--- config.mk ---
export PLATFORM = sky130hd
export DESIGN_NAME = udp_tx_loader
export DESIGN_NICKNAME = d
export VERILOG_FILES = /design/src/rtl/udp_tx_loader.sv
export SDC_FILE = /design/constraint.sdc
export NUM_CORES = 1
export LEC_CHECK = 0
export BUFFER_PORTS_ARGS = -buffer_cell sky130_fd_sc_hd__buf_4
export CORE_AREA = 2 2 112 114
export CTS_CLUSTER_DIAMETER = 100
export DETAILED_ROUTE_END_ITERATION = 6
export DIE_AREA = 0 0 114 116
export GPL_TIMING_DRIVEN = 0
export PLACE_DENSITY = 0.81
export SLEW_MARGIN = 0
export SYNTH_ARGS = -nofsm -noshare
export SYNTH_HDL_FRONTEND = slang
export SYNTH_SLANG_ARGS = --single-unit
--- constraint.sdc ---
create_clock -name e_rxc -period 3.2 [get_ports e_rxc]
set_input_delay 0.64 -clock e_rxc [delete_from_list [all_inputs] [get_ports e_rxc]]
set_output_delay 0.64 -clock e_rxc [all_outputs]
set_load 0.01 [all_outputs]
--- src/rtl/udp_tx_loader.sv ---
// ---------------------------------------------------------------------------
// udp_tx_loader
//
// Byte-stream front end of the UDP/IP transmit path (e_rxc domain).
// Payload bytes are packed big-endian into 32-bit words and written to the
// transmit RAM starting at word 0 for every frame. Once the last byte is in,
// the UDP length (n + 8) and IP total length (n + 28) are latched, a one-cycle
// tx_start is pulsed to the frame sender, and new input is held off until the
// sender has finished (or never acknowledged the start).
//
// Optional feature (macro UDP_TX_CHECKSUM_EN):
//   defined   - tx_payload_sum carries the 16-bit one's-complement sum of the
//               payload taken as big-endian 16-bit words (odd tail padded
//               with 0x00), latched in FLUSH and valid at tx_start.
//   undefined - tx_payload_sum is tied to zero and no adder is built.
//
// Ports:
//   e_rxc           in   clock
//   reset_n         in   asynchronous active-low reset
//   din[7:0]        in   payload byte
//   din_valid       in   din is presented
//   din_last        in   last byte of frame (qualified by din_valid)
//   din_ready       out  byte accepted this cycle when din_valid is high
//   ram_wr_en       out  RAM write strobe
//   ram_wr_addr     out  RAM word address (ADDR_W bits)
//   ram_wr_data     out  packed word, first byte in [31:24]
//   tx_data_length  out  UDP length
//   tx_total_length out  IP total length
//   tx_start        out  one-cycle start pulse to the sender
//   tx_busy         in   sender is transmitting
//   overflow        out  sticky: payload exceeded MAX_BYTES
//   tx_payload_sum  out  payload one's-complement sum (see above)
//   ld_state[2:0]   out  state code for debug
//
// MAX_BYTES must not exceed 4 * 2**ADDR_W, and ADDR_W must be at most 14.
// ---------------------------------------------------------------------------
module udp_tx_loader #(
  parameter int MAX_BYTES = 1472,
  parameter int ADDR_W    = 9
) (
  input  logic              e_rxc,
  input  logic              reset_n,
  input  logic [7:0]        din,
  input  logic              din_valid,
  input  logic              din_last,
  output logic              din_ready,
  output logic              ram_wr_en,
  output logic [ADDR_W-1:0] ram_wr_addr,
  output logic [31:0]       ram_wr_data,
  output logic [15:0]       tx_data_length,
  output logic [15:0]       tx_total_length,
  output logic              tx_start,
  input  logic              tx_busy,
  output logic              overflow,
  output logic [15:0]       tx_payload_sum,
  output logic [2:0]        ld_state
);

  localparam int              CNT_W     = 16;
  localparam logic [CNT_W-1:0] MAX_N    = CNT_W'(MAX_BYTES);
  localparam logic [3:0]      WAIT_LAST = 4'd15;

  typedef enum logic [2:0] {
    S_IDLE      = 3'd0,
    S_LOAD      = 3'd1,
    S_FLUSH     = 3'd2,
    S_START     = 3'd3,
    S_WAIT_BUSY = 3'd4,
    S_WAIT_DONE = 3'd5
  } state_t;

  state_t            state_q, state_d;
  logic [CNT_W-1:0]  cnt_q, cnt_d;
  logic [31:0]       pack_q, pack_d;
  logic [3:0]        wait_q, wait_d;
  logic              overflow_q, overflow_d;
  logic              din_ready_q, din_ready_d;
  logic              tx_start_q, tx_start_d;
  logic              ram_wr_en_q, ram_wr_en_d;
  logic [ADDR_W-1:0] ram_wr_addr_q, ram_wr_addr_d;
  logic [31:0]       ram_wr_data_q, ram_wr_data_d;
  logic [15:0]       data_len_q, data_len_d;
  logic [15:0]       total_len_q, total_len_d;

  logic              accept_s;
  logic [CNT_W-1:0]  cnt_eff_s;
  logic [31:0]       pack_eff_s;
  logic [31:0]       pack_new_s;

  // din_ready_q is only high in IDLE/LOAD, so accept_s implies one of them.
  assign accept_s   = din_valid && din_ready_q;
  // The first byte of a frame (taken in IDLE) starts from an empty counter
  // and pack register, whatever the previous frame left behind.
  assign cnt_eff_s  = (state_q == S_IDLE) ? {CNT_W{1'b0}} : cnt_q;
  assign pack_eff_s = (state_q == S_IDLE) ? 32'h0000_0000 : pack_q;

  // Next-state, byte packing, RAM write and length computation.
  always_comb begin
    state_d       = state_q;
    cnt_d         = cnt_q;
    pack_d        = pack_q;
    wait_d        = wait_q;
    overflow_d    = overflow_q;
    ram_wr_en_d   = 1'b0;
    ram_wr_addr_d = ram_wr_addr_q;
    ram_wr_data_d = ram_wr_data_q;
    data_len_d    = data_len_q;
    total_len_d   = total_len_q;
    pack_new_s    = pack_eff_s;

    if (accept_s) begin
      if (state_q == S_IDLE) begin
        overflow_d = 1'b0;
      end else begin
        overflow_d = overflow_q;
      end

      if (cnt_eff_s < MAX_N) begin
        // Lane 0 of a word starts a fresh word so unused low bytes stay zero.
        case (cnt_eff_s[1:0])
          2'd0:    pack_new_s        = {din, 24'h00_0000};
          2'd1:    pack_new_s[23:16] = din;
          2'd2:    pack_new_s[15:8]  = din;
          default: pack_new_s[7:0]   = din;
        endcase
        pack_d = pack_new_s;
        cnt_d  = cnt_eff_s + 16'd1;
        // Full word, or the final (possibly partial) word of the frame.
        if ((cnt_eff_s[1:0] == 2'd3) || din_last) begin
          ram_wr_en_d   = 1'b1;
          ram_wr_addr_d = cnt_eff_s[ADDR_W+1:2];
          ram_wr_data_d = pack_new_s;
        end else begin
          ram_wr_en_d = 1'b0;
        end
      end else begin
        // Saturated: byte is swallowed; only a pending partial word (possible
        // when MAX_BYTES is not a multiple of 4) still needs writing.
        overflow_d = 1'b1;
        cnt_d      = cnt_eff_s;
        pack_d     = pack_eff_s;
        if (din_last && (cnt_eff_s[1:0] != 2'd0)) begin
          ram_wr_en_d   = 1'b1;
          ram_wr_addr_d = cnt_eff_s[ADDR_W+1:2];
          ram_wr_data_d = pack_eff_s;
        end else begin
          ram_wr_en_d = 1'b0;
        end
      end
    end else begin
      pack_d = pack_q;
    end

    case (state_q)
      S_IDLE: begin
        if (accept_s) begin
          state_d = din_last ? S_FLUSH : S_LOAD;
        end else begin
          state_d = S_IDLE;
        end
      end
      S_LOAD: begin
        if (accept_s && din_last) begin
          state_d = S_FLUSH;
        end else begin
          state_d = S_LOAD;
        end
      end
      S_FLUSH: begin
        data_len_d  = cnt_q + 16'd8;
        total_len_d = cnt_q + 16'd28;
        state_d     = S_START;
      end
      S_START: begin
        wait_d  = 4'd0;
        state_d = S_WAIT_BUSY;
      end
      S_WAIT_BUSY: begin
        // Give the sender 16 cycles to acknowledge before giving up.
        if (tx_busy) begin
          state_d = S_WAIT_DONE;
        end else if (wait_q == WAIT_LAST) begin
          state_d = S_IDLE;
        end else begin
          wait_d  = wait_q + 4'd1;
          state_d = S_WAIT_BUSY;
        end
      end
      S_WAIT_DONE: begin
        if (!tx_busy) begin
          state_d = S_IDLE;
        end else begin
          state_d = S_WAIT_DONE;
        end
      end
      default: begin
        state_d = S_IDLE;
      end
    endcase

    // Registered decodes of the next state keep these outputs glitch-free.
    din_ready_d = (state_d == S_IDLE) || (state_d == S_LOAD);
    tx_start_d  = (state_d == S_START);
  end

  // State machine and output registers.
  always_ff @(posedge e_rxc or negedge reset_n) begin
    if (!reset_n) begin
      state_q       <= S_IDLE;
      cnt_q         <= {CNT_W{1'b0}};
      pack_q        <= 32'h0000_0000;
      wait_q        <= 4'd0;
      overflow_q    <= 1'b0;
      din_ready_q   <= 1'b0;
      tx_start_q    <= 1'b0;
      ram_wr_en_q   <= 1'b0;
      ram_wr_addr_q <= {ADDR_W{1'b0}};
      ram_wr_data_q <= 32'h0000_0000;
      data_len_q    <= 16'd0;
      total_len_q   <= 16'd0;
    end else begin
      state_q       <= state_d;
      cnt_q         <= cnt_d;
      pack_q        <= pack_d;
      wait_q        <= wait_d;
      overflow_q    <= overflow_d;
      din_ready_q   <= din_ready_d;
      tx_start_q    <= tx_start_d;
      ram_wr_en_q   <= ram_wr_en_d;
      ram_wr_addr_q <= ram_wr_addr_d;
      ram_wr_data_q <= ram_wr_data_d;
      data_len_q    <= data_len_d;
      total_len_q   <= total_len_d;
    end
  end

`ifdef UDP_TX_CHECKSUM_EN
  logic [15:0] sum_q, sum_d;
  logic [15:0] sum_out_q, sum_out_d;
  logic [7:0]  hi_q, hi_d;
  logic [15:0] sum_eff_s;

  // 16-bit one's-complement add with the end-around carry folded back in.
  function automatic logic [15:0] ones_add(input logic [15:0] a, input logic [15:0] b);
    logic [16:0] s;
    s = {1'b0, a} + {1'b0, b};
    return s[15:0] + {15'd0, s[16]};
  endfunction

  assign sum_eff_s = (state_q == S_IDLE) ? 16'h0000 : sum_q;

  // Running payload sum: even-position bytes are held as the high half,
  // odd-position bytes complete a big-endian 16-bit word.
  always_comb begin
    sum_d     = sum_eff_s;
    hi_d      = hi_q;
    sum_out_d = sum_out_q;
    if (accept_s && (cnt_eff_s < MAX_N)) begin
      if (cnt_eff_s[0] == 1'b0) begin
        hi_d = din;
      end else begin
        sum_d = ones_add(sum_eff_s, {hi_q, din});
      end
    end else begin
      hi_d = hi_q;
    end
    if (state_q == S_FLUSH) begin
      if (cnt_q[0]) begin
        sum_out_d = ones_add(sum_q, {hi_q, 8'h00});
      end else begin
        sum_out_d = sum_q;
      end
    end else begin
      sum_out_d = sum_out_q;
    end
  end

  // Checksum registers.
  always_ff @(posedge e_rxc or negedge reset_n) begin
    if (!reset_n) begin
      sum_q     <= 16'h0000;
      hi_q      <= 8'h00;
      sum_out_q <= 16'h0000;
    end else begin
      sum_q     <= sum_d;
      hi_q      <= hi_d;
      sum_out_q <= sum_out_d;
    end
  end

  assign tx_payload_sum = sum_out_q;
`else
  assign tx_payload_sum = 16'h0000;
`endif

  assign din_ready       = din_ready_q;
  assign ram_wr_en       = ram_wr_en_q;
  assign ram_wr_addr     = ram_wr_addr_q;
  assign ram_wr_data     = ram_wr_data_q;
  assign tx_data_length  = data_len_q;
  assign tx_total_length = total_len_q;
  assign tx_start        = tx_start_q;
  assign overflow        = overflow_q;
  assign ld_state        = state_q;

endmodule

# [After elaboration in Yosys (flattened, before gate mapping)]
# Cells that the tools add are included.
[totals] register_bits=132 latch_bits=0 mem_bits_rw=0 rom_bits=0 input_bits=13 word_cells=77 memories=0
[op_classes] add_sub_neg=4 mul=0 div_mod_pow=0 magnitude_cmp=1 eq_ne=15 n_shift=0 muxes=30 bitwise_logic=0 reduce_logical=15
[op_table] cell="2-to-1 mux 32 bit" count=5
[op_table] cell="one-hot mux 8 bit (2 select lines)" count=3
[op_table] cell="2-to-1 mux 16 bit" count=2
[op_table] cell="2-to-1 mux 9 bit" count=3
[op_table] cell="one-hot mux 3 bit (6 select lines)" count=1
[op_table] cell="adder 16 x 1 -> 16 bit, second input constant" count=1
[op_table] cell="adder 16 x 4 -> 16 bit, second input constant" count=1
[op_table] cell="adder 16 x 5 -> 16 bit, second input constant" count=1
[op_table] cell="< comparator 16 x 11 -> 1 bit, second input constant" count=1
[op_table] cell="== test 3 x 2 -> 1 bit, second input constant" count=3
[op_table] cell="2-to-1 mux 3 bit" count=3
[op_table] cell="2-to-1 mux 4 bit" count=2
[op_table] cell="2-to-1 mux 8 bit" count=1
[op_table] cell="one-hot mux 4 bit (2 select lines)" count=1
[op_table] cell="== test 3 x 1 -> 1 bit, second input constant" count=2
[op_table] cell="== test 3 bit, second input constant" count=2
[op_table] cell="logical NOT 3 bit" count=2
[op_table] cell="2-to-1 mux 1 bit" count=6
[op_table] cell="2-to-1 mux 2 bit" count=3
[op_table] cell="inequality test 2 bit, second input constant" count=3
[op_table] cell="AND reduction 3 bit" count=2
[op_table] cell="nonzero test 2 bit" count=3
[op_table] cell="adder 4 x 1 -> 4 bit, second input constant" count=1
[op_table] cell="== test 2 bit, second input constant" count=2
[op_table] cell="other kinds (8)" count=11

# [Depth between registers and ports, before layout]
# Gate-level depths: netlist (run 1).
[logic_depth] word_depth=7 depth_mapped=12 mapped_depth_nobuf=9

# [Worst setup path before layout (run 1)]
# No wires, ideal clock.
[synth_timing] kind="register to register" start="register state_q[0] (netlist: ld_state[0])" end="register ram_wr_addr_q[0] (netlist: ram_wr_addr[0])" arrival_time_ns=2.641 required_time_ns=3.075 slack_ns=0.434 stages_incl_launch_ff=13 period_less_slack_ns=2.766 path_cell_list="dfrtp_1 > or3_1 > buf_2 > clkbuf_1 > nand2_1 > inv_1 > ha_1 > inv_1 > a211oi_4 > a21oi_4 > inv_6 > buf_12 > mux2_4"
[synth_between] elab_chain_cells=6 word_cells_on_any_way=13 cone_classes="1 x order compare; 2 x eq/ne; 4 x mux; 6 x reduce/logical"
[synth_rtl] item="start, declared" line_no="72" source="state_t state_q, state_d;"
[synth_rtl] item="start signal, assigned" line_no="222" source="state_q <= state_d;"
[synth_rtl] item="logical NOT 3 bit *" line_no="94" source="assign cnt_eff_s = (state_q == S_IDLE) ? {CNT_W{1'b0}} : cnt_q;"
[synth_rtl] item="2-to-1 mux 16 bit *" line_no="94"
[synth_rtl] item="parallel branches: the longest is 4 deep, another holds < comparator 16 x 11 -> 1 bit"
[synth_rtl] item="end signal, assigned" line_no="217" source="ram_wr_addr_q <= {ADDR_W{1'b0}};"
[synth_rtl] item="end signal, assigned" line_no="230" source="ram_wr_addr_q <= ram_wr_addr_d;"
[synth_rtl] item="end, declared" line_no="80" source="logic [ADDR_W-1:0] ram_wr_addr_q, ram_wr_addr_d;"
# Mark *: on every way between the ends. The select of a mux whose other input is x is not followed.
# A chain may end at the register's enable or synchronous reset.

# [Worst setup path in the final report (run 1)]
[layout_timing] start="register state_q[0] (netlist: ld_state[0])" end="register ram_wr_data_q[2] (netlist: ram_wr_data[2])"
[layout_between] elab_chain_cells=7 word_cells_on_any_way=19 cone_classes="1 x order compare; 4 x eq/ne; 6 x mux; 8 x reduce/logical"
[layout_rtl] item="logical NOT 3 bit *" line_no="94, 95"
[layout_rtl] item="parallel branches: the longest is 6 deep, another holds < comparator 16 x 11 -> 1 bit"
[layout_rtl] item="end signal, assigned" line_no="231" source="ram_wr_data_q <= ram_wr_data_d;"
[layout_rtl] item="end, declared" line_no="81" source="logic [31:0] ram_wr_data_q, ram_wr_data_d;"
# Marked as above.

==> results of run 1 <==
state kept, by name (all words and copies together) (netlist names):
register	flops
tx_total_length	14
ld_state	3
din_ready	1
ram_wr_data	32
wait_q	4
pack_q	32
tx_start	1
tx_data_length	16
cnt_q	16
ram_wr_en	1
overflow	1
ram_wr_addr	9
routing by layer:
| metal | global-route usage, % | wire (µm) | vias to the layer above |
|---|---|---|---|
| li1 | - | - | 2219 |
| met1 | 29.8 | 6100 | 2341 |
| met2 | 39.9 | 7600 | 158 |
| met3 | 4.55 | 853 | 24 |
| met4 | 10.0 | 239 | 0 |
| met5 | 0 | 0 | - |
critical path, stage by stage (launching register included):
cell and delay, ns:
dfrtp_1 0.45, or3_1 0.40, buf_2 0.21, clkbuf_2 0.23, nand2_1 0.16, inv_1 0.07, ha_1 0.25, o21ai_0 0.21
clkbuf_4 0.36, mux2_2 0.36, o2bb2ai_1 0.12
Yosys cell counts (9+ instances only):
cell / n
nor2_1: 26
inv_1: 29
a22o_1: 16
mux2_2: 24
nand3_1: 10
nor3_1: 10
ha_1: 9
and2_1: 15
mux2i_1: 28
buf_4: 19
nand2_1: 86
clkbuf_1: 17
mux2_4: 24
dfrtp_1: 130
xnor2_1: 24
o21ai_0: 41
logic make-up after synthesis:
| kind of cell | count (synthesis) | synth area share (%) |
|---|---|---|
| AOI/OAI and AO/OA | 90 | 10.2 |
| other | 1 | 0.0583 |
| and+or+nand+nor | 171 | 12.1 |
| xor gates and xnor gates | 31 | 4.22 |
| adders and majority gates | 9 | 1.75 |
| muxes | 76 | 14.2 |
| buffers and inverters | 79 | 7.00 |
| DFF | 130 | 50.6 |
power groups by stage:
stage	Clock, µW	Sequential, µW	Combinational, µW
final	1840	2540	2970
after global routing	1940	2600	3240
after CTS	1860	2540	2960
after detailed placement	0	2550	2930
after global placement	0	2520	2830
after floorplan	0	2590	1830
stage by stage:
step                setup WS, ns  instance area, µm²  util, %  std cells
floorplan                  0.434                6490        -        602
global placement         -0.0445                7360     61.8        840
detailed placement        -0.130                7390     62.0        841
CTS                       0.0632                7960     66.8        872
global route              0.0954                7980     67.0        873
finish                     0.295                7980     67.0        873
final cells by class:
class                   instances  area [µm²]
fillers                       915        3930
flip-flops and latches        130        3250
multi-input cells             393        2800
repair buffers                 94         729
clock buffers                  25         515
plain buffers                  48         333
well taps                     147         184
inverters                      31         121
clock inverters                 5        50.0
worst max path at each step:
stage / to / from / slack [ns] / cells past startpoint
finish: ram_wr_data[2]$_DFFE_PN0P_ / ld_state[0]$_DFF_PN0_ / 0.30 / 10
detailed placement: ram_wr_data[26]$_DFFE_PN0P_ / ld_state[0]$_DFF_PN0_ / -0.13 / 12
floorplan: ram_wr_addr[0]$_DFFE_PN0P_ / ld_state[0]$_DFF_PN0_ / 0.43 / 12
global placement: ram_wr_data[14]$_DFFE_PN0P_ / ld_state[0]$_DFF_PN0_ / -0.04 / 12
CTS: ram_wr_data[7]$_DFFE_PN0P_ / ld_state[0]$_DFF_PN0_ / 0.06 / 8
global route: ram_wr_data[2]$_DFFE_PN0P_ / ld_state[0]$_DFF_PN0_ / 0.1 / 10
timing repair:
item,4_1_cts,5_1_grt
buffers inserted,1,1
setup endpoints to repair,33,32
pin swaps,1,0
gates resized for setup,0,4
endpoints found under the hold margin,0,0
==> metrics.md, run 1 <==
| Metric | Value |
|---|---|
| Clk pwr share | 25.0% |
| Leakage | 0.00391 µW |
| ANT nets after route | 0 |
| Final wirelength | 14.8 mm |
| Worst Skew | 0.00810 ns |
| Status | finished clean |
| Initial DRC Count | 320 |
| R2R setup slack | 0.30 ns |
| CTS sink cnt | 130 |
| Largest net degree at the start of global routing | 81 |
| Ys Warns | 0 |
| First-pass DRT Iterations | 6 |
| GRT overflow | 0 |
| Worst R2R Start | ld_state[0]$_DFF_PN0_ |
| DR WL/cell | 17.0 µm |
| WP data required | 3.54 ns |
| Setup-failing EPs final | 0 |
| Final total power | 7350 µW |
| Final hold vios | 0 |
| Initial antenna violation count | 0 |
| DIE HEIGHT | 116 µm |
| Type of the most critical hold path | input pin to async pin |
| Most common cell after layout, fill and taps aside | dfrtp_1 |
| Max IR drop VDD | 0.549 mV |
| Slew headroom | 40.5% |
| Sw Pwr | 2560 µW |
| Ys flop type | dfrtp_1 |
| Clock-pin transition on the worst setup and hold timing paths | 0.05 ns |
| Post-synthesis sequential element count | 130 |
| Clk root buf | clkbuf_16 |
| CTS Hold Bufs | 0 |
| Post-Syn Area | 6430 µm² |
| Int Power | 4790 µW |
| Worst Path Max Fanout | 10 |
| Drt drc | 0 |
| Post-Synthesis Cells | 587 |
| Max cap viols | 0 |
| Total number of vias | 4742 |
| CP endpoint kind | flop |
| Synth cell types | 56 |
| CTS Buffer Depth | 2 |
| Most frequent cells in the layout | 130 x dfrtp_1, 111 x buf_4, 86 x nand2_1 |
| RSZ-0062 raised after global routing | false |
| Cts bufs inserted | 17 |
| Cells on worst reg2reg path | 10 |
| CTS tree | yes |
| Worst skew pair latency | 0.42 ns |
| F_max | 344 MHz |
| Inserted Diodes | 0 |
| Nets | 737 |
| Cell taking the most area after synthesis | dfrtp_1 |
| Pwr Density | 921 nW/µm² |
| Reg power frac | 34.6% |
| Layout cells sized above 1 | 29.6% |
| Asr flop ratio synth | 100% |
| Dominant cells by area after synthesis | dfrtp_1 51%, mux2_4 5.6%, nand2_1 5.0% |
| Post-route minimum period | 2.90 ns |
| Synth Area per Inst | 11.0 µm² |
| Die W | 114 µm |
| First-pass GRT wire length | 24.1 mm |
| Ports | 109 |
| Initial Util | 54.0% |
| Crit path arrival time | 3.24 ns |
| Vias in the first global route | 4839 |
| Site row count | 40 |
| Period utilization | 90.8% |
| Core box area | 11900 µm² |
| Worst r2r dst | ram_wr_data[2]$_DFFE_PN0P_ |
| Die area | 13200 µm² |
| Setup Total Neg Slack | 0 ns |
| Worst hold margin | 0.172 ns |
| Post-synth EDFFs | 0 |
| Share of the synthesized area in the top cell type | 50.6% |
| GRT Total Usage | 23.5% |
| Switching Fraction | 34.9% |
| Final slew viol count | 0 |
| Setup CP Type | flop to flop |
| Final Wtd Congestion | 0.858 |
| Post-DP HPWL | 10.4 mm |
| Post-synthesis sequential area ratio | 50.6% |
| Worst slew pin tran | 0.885 ns |
| H-tree depth reported by CTS | 4 |
| Area Overhead vs Synth | 24.0% |
| # port buffers | 91 |
| Vias per cell | 5.43 |
| Comb power frac | 40.4% |
| Critical Path Source Type | flop |
Power figures use the tool's default switching activity.
==> inputs of run 2 (changes only) <==
BUFFER_PORTS_ARGS = -buffer_cell sky130_fd_sc_hd__clkbuf_2   (was -buffer_cell sky130_fd_sc_hd__buf_4)
CELL_PAD_IN_SITES_DETAIL_PLACEMENT = 1   (was default)
CELL_PAD_IN_SITES_GLOBAL_PLACEMENT = 1   (was default)
CORE_AREA = 2 2 124 126   (was 2 2 112 114)
DIE_AREA = 0 0 126 128   (was 0 0 114 116)
PLACE_DENSITY = 0.83   (was 0.81)
==> run 2 against run 1 <==
- final cell count up 4.8%
- final area down 2.1%
- via count up 0.46%
- flip-flop and latch count unchanged
==> metrics.md, run 2 (synthesis results as in run 1) <==
| Metric | Value |
|---|---|
| DIE HEIGHT | 128 µm (was 116 µm) |
| Worst path slowest cell | dfrtp_1 (unchanged) |
| RSZ-0062 raised after global routing | false (unchanged) |
| Worst Path Max Fanout | 10 (unchanged) |
| Cts bufs inserted | 17 (unchanged) |
| Largest net degree at the start of global routing | 110 (was 81) |
| Worst slew pin tran | 0.808 ns (was 0.885 ns) |
| Drt drc | 0 (unchanged) |
| CP endpoint kind | flop (unchanged) |
| Inserted Diodes | 0 (unchanged) |
| Period utilization | 93.9% (was 90.8%) |
| GRT Total Usage | 22.3% (was 23.5%) |
| GRT overflow | 0 (unchanged) |
| CTS sink cnt | 130 (unchanged) |
| Int Power | 4670 µW (was 4790 µW) |
| Most Frequent Cell on Critical Path | inv_1 |
| Comb power frac | 39.0% (was 40.4%) |
| Initial Util | 43.3% (was 54.0%) |
| PnR worst setup slack | 0.195 ns (was 0.295 ns) |
| Max IR drop VDD | 0.652 mV (was 0.549 mV) |
| Crit path arrival time | 3.31 ns (was 3.24 ns) |
| Post-route minimum period | 3.01 ns (was 2.90 ns) |
| Setup Total Neg Slack | 0 ns (unchanged) |
| Clk root buf | clkbuf_16 (unchanged) |
| Setup-failing EPs final | 0 (unchanged) |
| Core box area | 14900 µm² (was 11900 µm²) |
| Slew headroom | 45.7% (was 40.5%) |
| Vias in the first global route | 5217 (was 4839) |
| Initial antenna violation count | 0 (unchanged) |
| Most frequent cells in the layout | 130 x dfrtp_1, 91 x clkbuf_2, 86 x nand2_1 (was 130 x dfrtp_1, 111 x buf_4, 86 x nand2_1) |
| Clock-pin transition on the worst setup and hold timing paths | 0.06 ns (was 0.05 ns) |
| Nets | 737 (unchanged) |
| Die W | 126 µm (was 114 µm) |
| Critical Path Source Type | flop (unchanged) |
| Site row count | 45 (was 40) |
| Status | finished clean (unchanged) |
| Max cap viols | 0 (unchanged) |
| CTS tree | yes (unchanged) |
| DR WL/cell | 18.7 µm (was 17.0 µm) |
| ANT nets after route | 0 (unchanged) |
| Total number of vias | 4764 (was 4742) |
| Type of the most critical hold path | input pin to async pin (unchanged) |
| H-tree depth reported by CTS | 4 (unchanged) |
| Reg power frac | 34.7% (was 34.6%) |
| Area Overhead vs Synth | 21.5% (was 24.0%) |
| Pre-CTS WS | -0.237 ns (was -0.130 ns) |
| Setup CP Type | flop to flop (unchanged) |
| Ports | 109 (unchanged) |
| Final hold vios | 0 (unchanged) |
| Critical-path cell list | or3_1, buf_2, clkbuf_2, nand2_1, inv_1, ha_1, inv_1, a211oi_4, a21oi_4, inv_6, buf_12, mux2_4 (was or3_1, buf_2, clkbuf_2, nand2_1, inv_1, ha_1, o21ai_0, clkbuf_4, mux2_2, o2bb2ai_1) |
| Switching Fraction | 36.4% (was 34.9%) |
| Final total power | 7340 µW (was 7350 µW) |
| CTS Buffer Depth | 2 (unchanged) |
| Post-DP HPWL | 12.0 mm (was 10.4 mm) |
| Initial DRC Count | 194 (was 320) |
| F_max | 333 MHz (was 344 MHz) |
| # port buffers | 91 (unchanged) |
| Most common cell after layout, fill and taps aside | dfrtp_1 (unchanged) |
| Leakage | 0.00383 µW (was 0.00391 µW) |
| Filler cell count in the final layout | 1646 (was 915) |
| WP data required | 3.50 ns (was 3.54 ns) |
| Layout cells sized above 1 | 29.2% (was 29.6%) |
| Die area | 16100 µm² (was 13200 µm²) |
| Worst skew pair latency | 0.42 ns (about the same) |
| Worst Skew | 0.00847 ns (was 0.00810 ns) |
| Final wirelength | 17.1 mm (was 14.8 mm) |
| First-pass GRT wire length | 27.8 mm (was 24.1 mm) |
| Clk pwr share | 26.2% (was 25.0%) |
| First-pass DRT Iterations | 4 (was 6) |
| Crit path largest cell delay | 0.47 ns (was 0.45 ns) |
| Final Wtd Congestion | 0.804 (was 0.858) |
| Sw Pwr | 2670 µW (was 2560 µW) |
| Vias per cell | 5.21 (was 5.43) |
| Final slew viol count | 0 (unchanged) |
| Pwr Density | 938 nW/µm² (was 921 nW/µm²) |
run 2: cell count changes in the layout (fill, tap and decap cells not counted), sizes merged:
cell      change
bufinv        +1
clkinvlp      +1
clkbuf       +92
clkinv        -3
buf          -90
run 2: critical path: cells and delay by family, from the launching register on:
kind,cells,cell delay [ns]
multiplexers,1,0.30
AO/OA/AOI/OAI,2,0.29
buffers and inverters,6,0.95
adder cells (fa/ha/maj),1,0.26
flip-flops,1,0.47
AND/OR/NAND/NOR,2,0.59
run 2: power by group through the flow:
stage / Clock [µW] / Combinational [µW] / Sequential (µW)
CTS: 1960 / 2880 / 2550
global placement: 0 / 2690 / 2520
global route: 2040 / 3130 / 2610
finish: 1930 / 2860 / 2550
floorplan: 0 / 1830 / 2590
detailed placement: 0 / 2830 / 2560
run 2: per-layer routing:
metal	GRT usage [%]	vias up	wire length [µm]
met5	0	-	0
met4	8.34	0	390
met3	5.51	24	630
met2	39.6	106	8920
met1	26.3	2417	7200
li1	-	2217	-
run 2: stage by stage:
| step | std cells | area (µm²) | utilization [%] | hold slack (ns) |
|---|---|---|---|---|
| 2_1_floorplan | 602 | 6490 | - | 0.344 |
| 3_3_place_gp | 881 | 7180 | 48.3 | 0.463 |
| 3_5_place_dp | 882 | 7220 | 48.6 | 0.473 |
| 4_1_cts | 914 | 7800 | 52.5 | 0.0715 |
| 5_1_grt | 915 | 7820 | 52.6 | 0.0745 |
| 6_report | 915 | 7820 | 52.6 | 0.0817 |
run 2: layout make-up:
cell class / instances / area (µm²) / area share, %
Buffer: 48 / 330 / 4.23
Clock buffer: 27 / 503 / 6.43
Clock inverter: 4 / 72.6 / 0.928
Inverter: 31 / 121 / 1.55
Multi-Input combinational cell: 393 / 2800 / 35.8
Sequential cell: 130 / 3250 / 41.6
Tap cell: 188 / 235 / 3.01
Timing Repair Buffer: 94 / 507 / 6.48
run 2: what timing repair did:
item                                    CTS  global route
endpoints found under the hold margin     0             0
endpoints found under the setup margin   41            32
gates resized for setup                   1             1
buffers inserted                          1             1
pin swaps                                 1             0
hold buffers                              0             0
run 2: path summary, 6_finish.rpt:
check,from,end,slack (ns),cells after the start
worst max register to register,ld_state[0]$_DFF_PN0_,ram_wr_addr[0]$_DFFE_PN0P_,0.19,12
min in group e_rxc,tx_total_length[13]$_DFFE_PN0N_,tx_total_length[13]$_DFFE_PN0N_,0.48,2
worst min register to register,tx_total_length[13]$_DFFE_PN0N_,tx_total_length[13]$_DFFE_PN0N_,0.48,2
worst max-delay path,ld_state[0]$_DFF_PN0_,ram_wr_addr[0]$_DFFE_PN0P_,0.19,12
worst min-delay path,reset_n,tx_data_length[11]$_DFFE_PN0N_,0.08,1
max in group asynchronous,reset_n,ram_wr_data[9]$_DFFE_PN0P_,2.26,2
==> inputs of run 3 (changes only) <==
CELL_PAD_IN_SITES_DETAIL_PLACEMENT = default   (was 1)
CELL_PAD_IN_SITES_GLOBAL_PLACEMENT = default   (was 1)
CORE_AREA = 2 2 112 114   (was 2 2 124 126)
DIE_AREA = 0 0 114 116   (was 0 0 126 128)
PLACE_DENSITY = 0.81   (was 0.83)
==> run 3 against run 2 <==
- global-route usage grew 1.8 points
- clock skew shrank 0.00071 ns
- flip-flop and latch count did not move
- worst setup slack better by 0.015 ns
- hold slack better by 0.082 ns
- wire length decreased by 12%
- register-to-register slack gained 0.02 ns
- critical path depth down 2
==> metrics.md, run 3 (synthesis results as in run 1) <==
| Metric | Value |
|---|---|
| WP data required | 3.54 ns (was 3.50 ns) |
| Most frequent cells in the layout | 130 x dfrtp_1, 91 x clkbuf_2, 86 x nand2_1 (unchanged) |
| Type of the most critical hold path | input pin to async pin (unchanged) |
| Setup-failing EPs final | 0 (unchanged) |
| Ports | 109 (unchanged) |
| H-tree depth reported by CTS | 4 (unchanged) |
| CP delay by family, top | buffers and inverters (unchanged) |
| Site row count | 40 (was 45) |
| Crit path arrival time | 3.33 ns (was 3.31 ns) |
| Initial DRC Count | 339 (was 194) |
| DR WL/cell | 17.2 µm (was 18.7 µm) |
| CTS Hold Bufs | 0 (unchanged) |
| Max cap viols | 0 (unchanged) |
| RSZ-0062 raised after global routing | false (unchanged) |
| Vias per cell | 5.49 (was 5.21) |
| Area Overhead vs Synth | 21.6% (was 21.5%) |
| Largest net degree at the start of global routing | 81 (was 110) |
| Cts bufs inserted | 17 (unchanged) |
| Leakage | 0.00385 µW (was 0.00383 µW) |
| Placed insts | 841 (was 882) |
| Die W | 114 µm (was 126 µm) |
| Most common cell after layout, fill and taps aside | dfrtp_1 (unchanged) |
| Post-route minimum period | 2.99 ns (was 3.01 ns) |
| Final hold vios | 0 (unchanged) |
| Clk root buf | clkbuf_16 (unchanged) |
| Initial antenna violation count | 0 (unchanged) |
| CTS sink cnt | 130 (unchanged) |
| Core box area | 11900 µm² (was 14900 µm²) |
| Period utilization | 93.4% (was 93.9%) |
| Die area | 13200 µm² (was 16100 µm²) |
| Post-DP HPWL | 10.5 mm (was 12.0 mm) |
| Bufs and invs on worst path | 4 (was 6) |
| R2R setup slack | 0.21 ns (was 0.19 ns) |
| First-pass GRT wire length | 24.6 mm (was 27.8 mm) |
| Final wirelength | 15.0 mm (was 17.1 mm) |
| Max IR drop VDD | 0.582 mV (was 0.652 mV) |
| Inserted Diodes | 0 (unchanged) |
| Initial Util | 54.0% (was 43.3%) |
| Most Frequent Cell on Critical Path | buf_2 (was inv_1) |
| CP Launch Point | ld_state[0]$_DFF_PN0_ (unchanged) |
| Setup Total Neg Slack | 0 ns (unchanged) |
| Cells on worst reg2reg path | 10 (was 12) |
| DIE HEIGHT | 116 µm (was 128 µm) |
| Worst Skew | 0.00776 ns (was 0.00847 ns) |
| Filler cell count in the final layout | 930 (was 1646) |
| Drt drc | 0 (unchanged) |
| Status | finished clean (unchanged) |
| Final Wtd Congestion | 0.851 (was 0.804) |
| Clock-pin transition on the worst setup and hold timing paths | 0.06 ns (about the same) |
| Nets | 737 (unchanged) |
| Critical-path cell list | or3_1, buf_2, clkbuf_2, nand2_1, inv_1, ha_1, o21ai_0, buf_2, mux2_2, o2bb2ai_1 (was or3_1, buf_2, clkbuf_2, nand2_1, inv_1, ha_1, inv_1, a211oi_4, a21oi_4, inv_6, buf_12, mux2_4) |
| Setup CP Type | flop to flop (unchanged) |
| Crit path largest cell delay | 0.47 ns (about the same) |
| Final cell count without fillers | 875 (was 915) |
| Worst R2R Start | ld_state[0]$_DFF_PN0_ (unchanged) |
| Final Util | 65.7% (was 52.6%) |
| CTS Buffer Depth | 2 (unchanged) |
| GRT Total Usage | 24.2% (was 22.3%) |
| Layout cells sized above 1 | 30.1% (was 29.2%) |
| # port buffers | 91 (unchanged) |
| Final slew viol count | 0 (unchanged) |
| Worst skew pair latency | 0.42 ns (about the same) |
| Pwr Density | 949 nW/µm² (was 938 nW/µm²) |
| Total number of vias | 4805 (was 4764) |
| Vias in the first global route | 4936 (was 5217) |
| Critical Path Source Type | flop (unchanged) |
| Worst Path Max Fanout | 10 (unchanged) |
| CP endpoint kind | flop (unchanged) |
| Worst path slowest cell | dfrtp_1 (unchanged) |
| Worst slew pin tran | 0.782 ns (was 0.808 ns) |
| F_max | 334 MHz (was 333 MHz) |
| ANT nets after route | 0 (unchanged) |
| Slew headroom | 47.5% (was 45.7%) |
| Total stage count of the critical path | 10 (was 12) |
| First-pass DRT Iterations | 5 (was 4) |
| Worst r2r dst | ram_wr_data[2]$_DFFE_PN0P_ (was ram_wr_addr[0]$_DFFE_PN0P_) |
| GRT overflow | 0 (unchanged) |
| CTS tree | yes (unchanged) |
## run 3: changes by cell type in the layout (fill, tap and decap cells not counted), sizes merged
cell / before / now
inv: 31 / 32
clkbuf: 135 / 127
clkinv: 1 / 4
clkinvlp: 1 / 4
bufinv: 2 / 4
## run 3: worst max-delay path by stage
stage          slack [ns]                     endpoint
5_1_grt              0.03   ram_wr_data[2]$_DFFE_PN0P_
4_1_cts              0.07  ram_wr_data[27]$_DFFE_PN0P_
3_3_place_gp        -0.41  ram_wr_data[20]$_DFFE_PN0P_
6_report             0.21   ram_wr_data[2]$_DFFE_PN0P_
3_5_place_dp        -0.20  ram_wr_data[27]$_DFFE_PN0P_
2_1_floorplan        0.43   ram_wr_addr[0]$_DFFE_PN0P_
## run 3: timing repair
item / 4_1_cts / 5_1_grt
setup buffers: 1 / 1
resized for setup: 0 / 3
setup endpoints to repair: 33 / 32
pin swaps: 1 / 0
## run 3: per-stage QoR
stage | hold slack [ns] | power, µW | cell area [µm²] | setup slack [ns]
finish | 0.164 | 7430 | 7830 | 0.210
global placement | 0.463 | 5180 | 7130 | -0.410
global route | 0.189 | 7860 | 7830 | 0.0285
detailed placement | 0.471 | 5320 | 7170 | -0.198
CTS | 0.174 | 7430 | 7810 | 0.0739
floorplan | 0.344 | 4420 | 6490 | 0.434
## run 3: layer usage
layer  vias up  GRT usage, %  share of wire [%]
met5         -             0                  0
met1      2363          30.6                 41
met3        30          5.49                6.2
met4         0          10.7                2.5
li1       2229             -                  -
met2       183          40.0                 50
## run 3: cell type report
type,count,area [µm²],area share (%)
multi-input combinational,393,2800,35.7
timing repair buffer,94,507,6.47
clock inverter,13,183,2.33
buffer,48,330,4.22
tap,147,184,2.35
clock buffer,19,453,5.79
inverter,31,121,1.55
sequential,130,3250,41.6
## run 3: where the power goes
group	internal (µW)	switching, µW	total [µW]
registers	2170	375	2550
logic	1270	1530	2810
clock network	1340	729	2070
total	4790	2640	7430
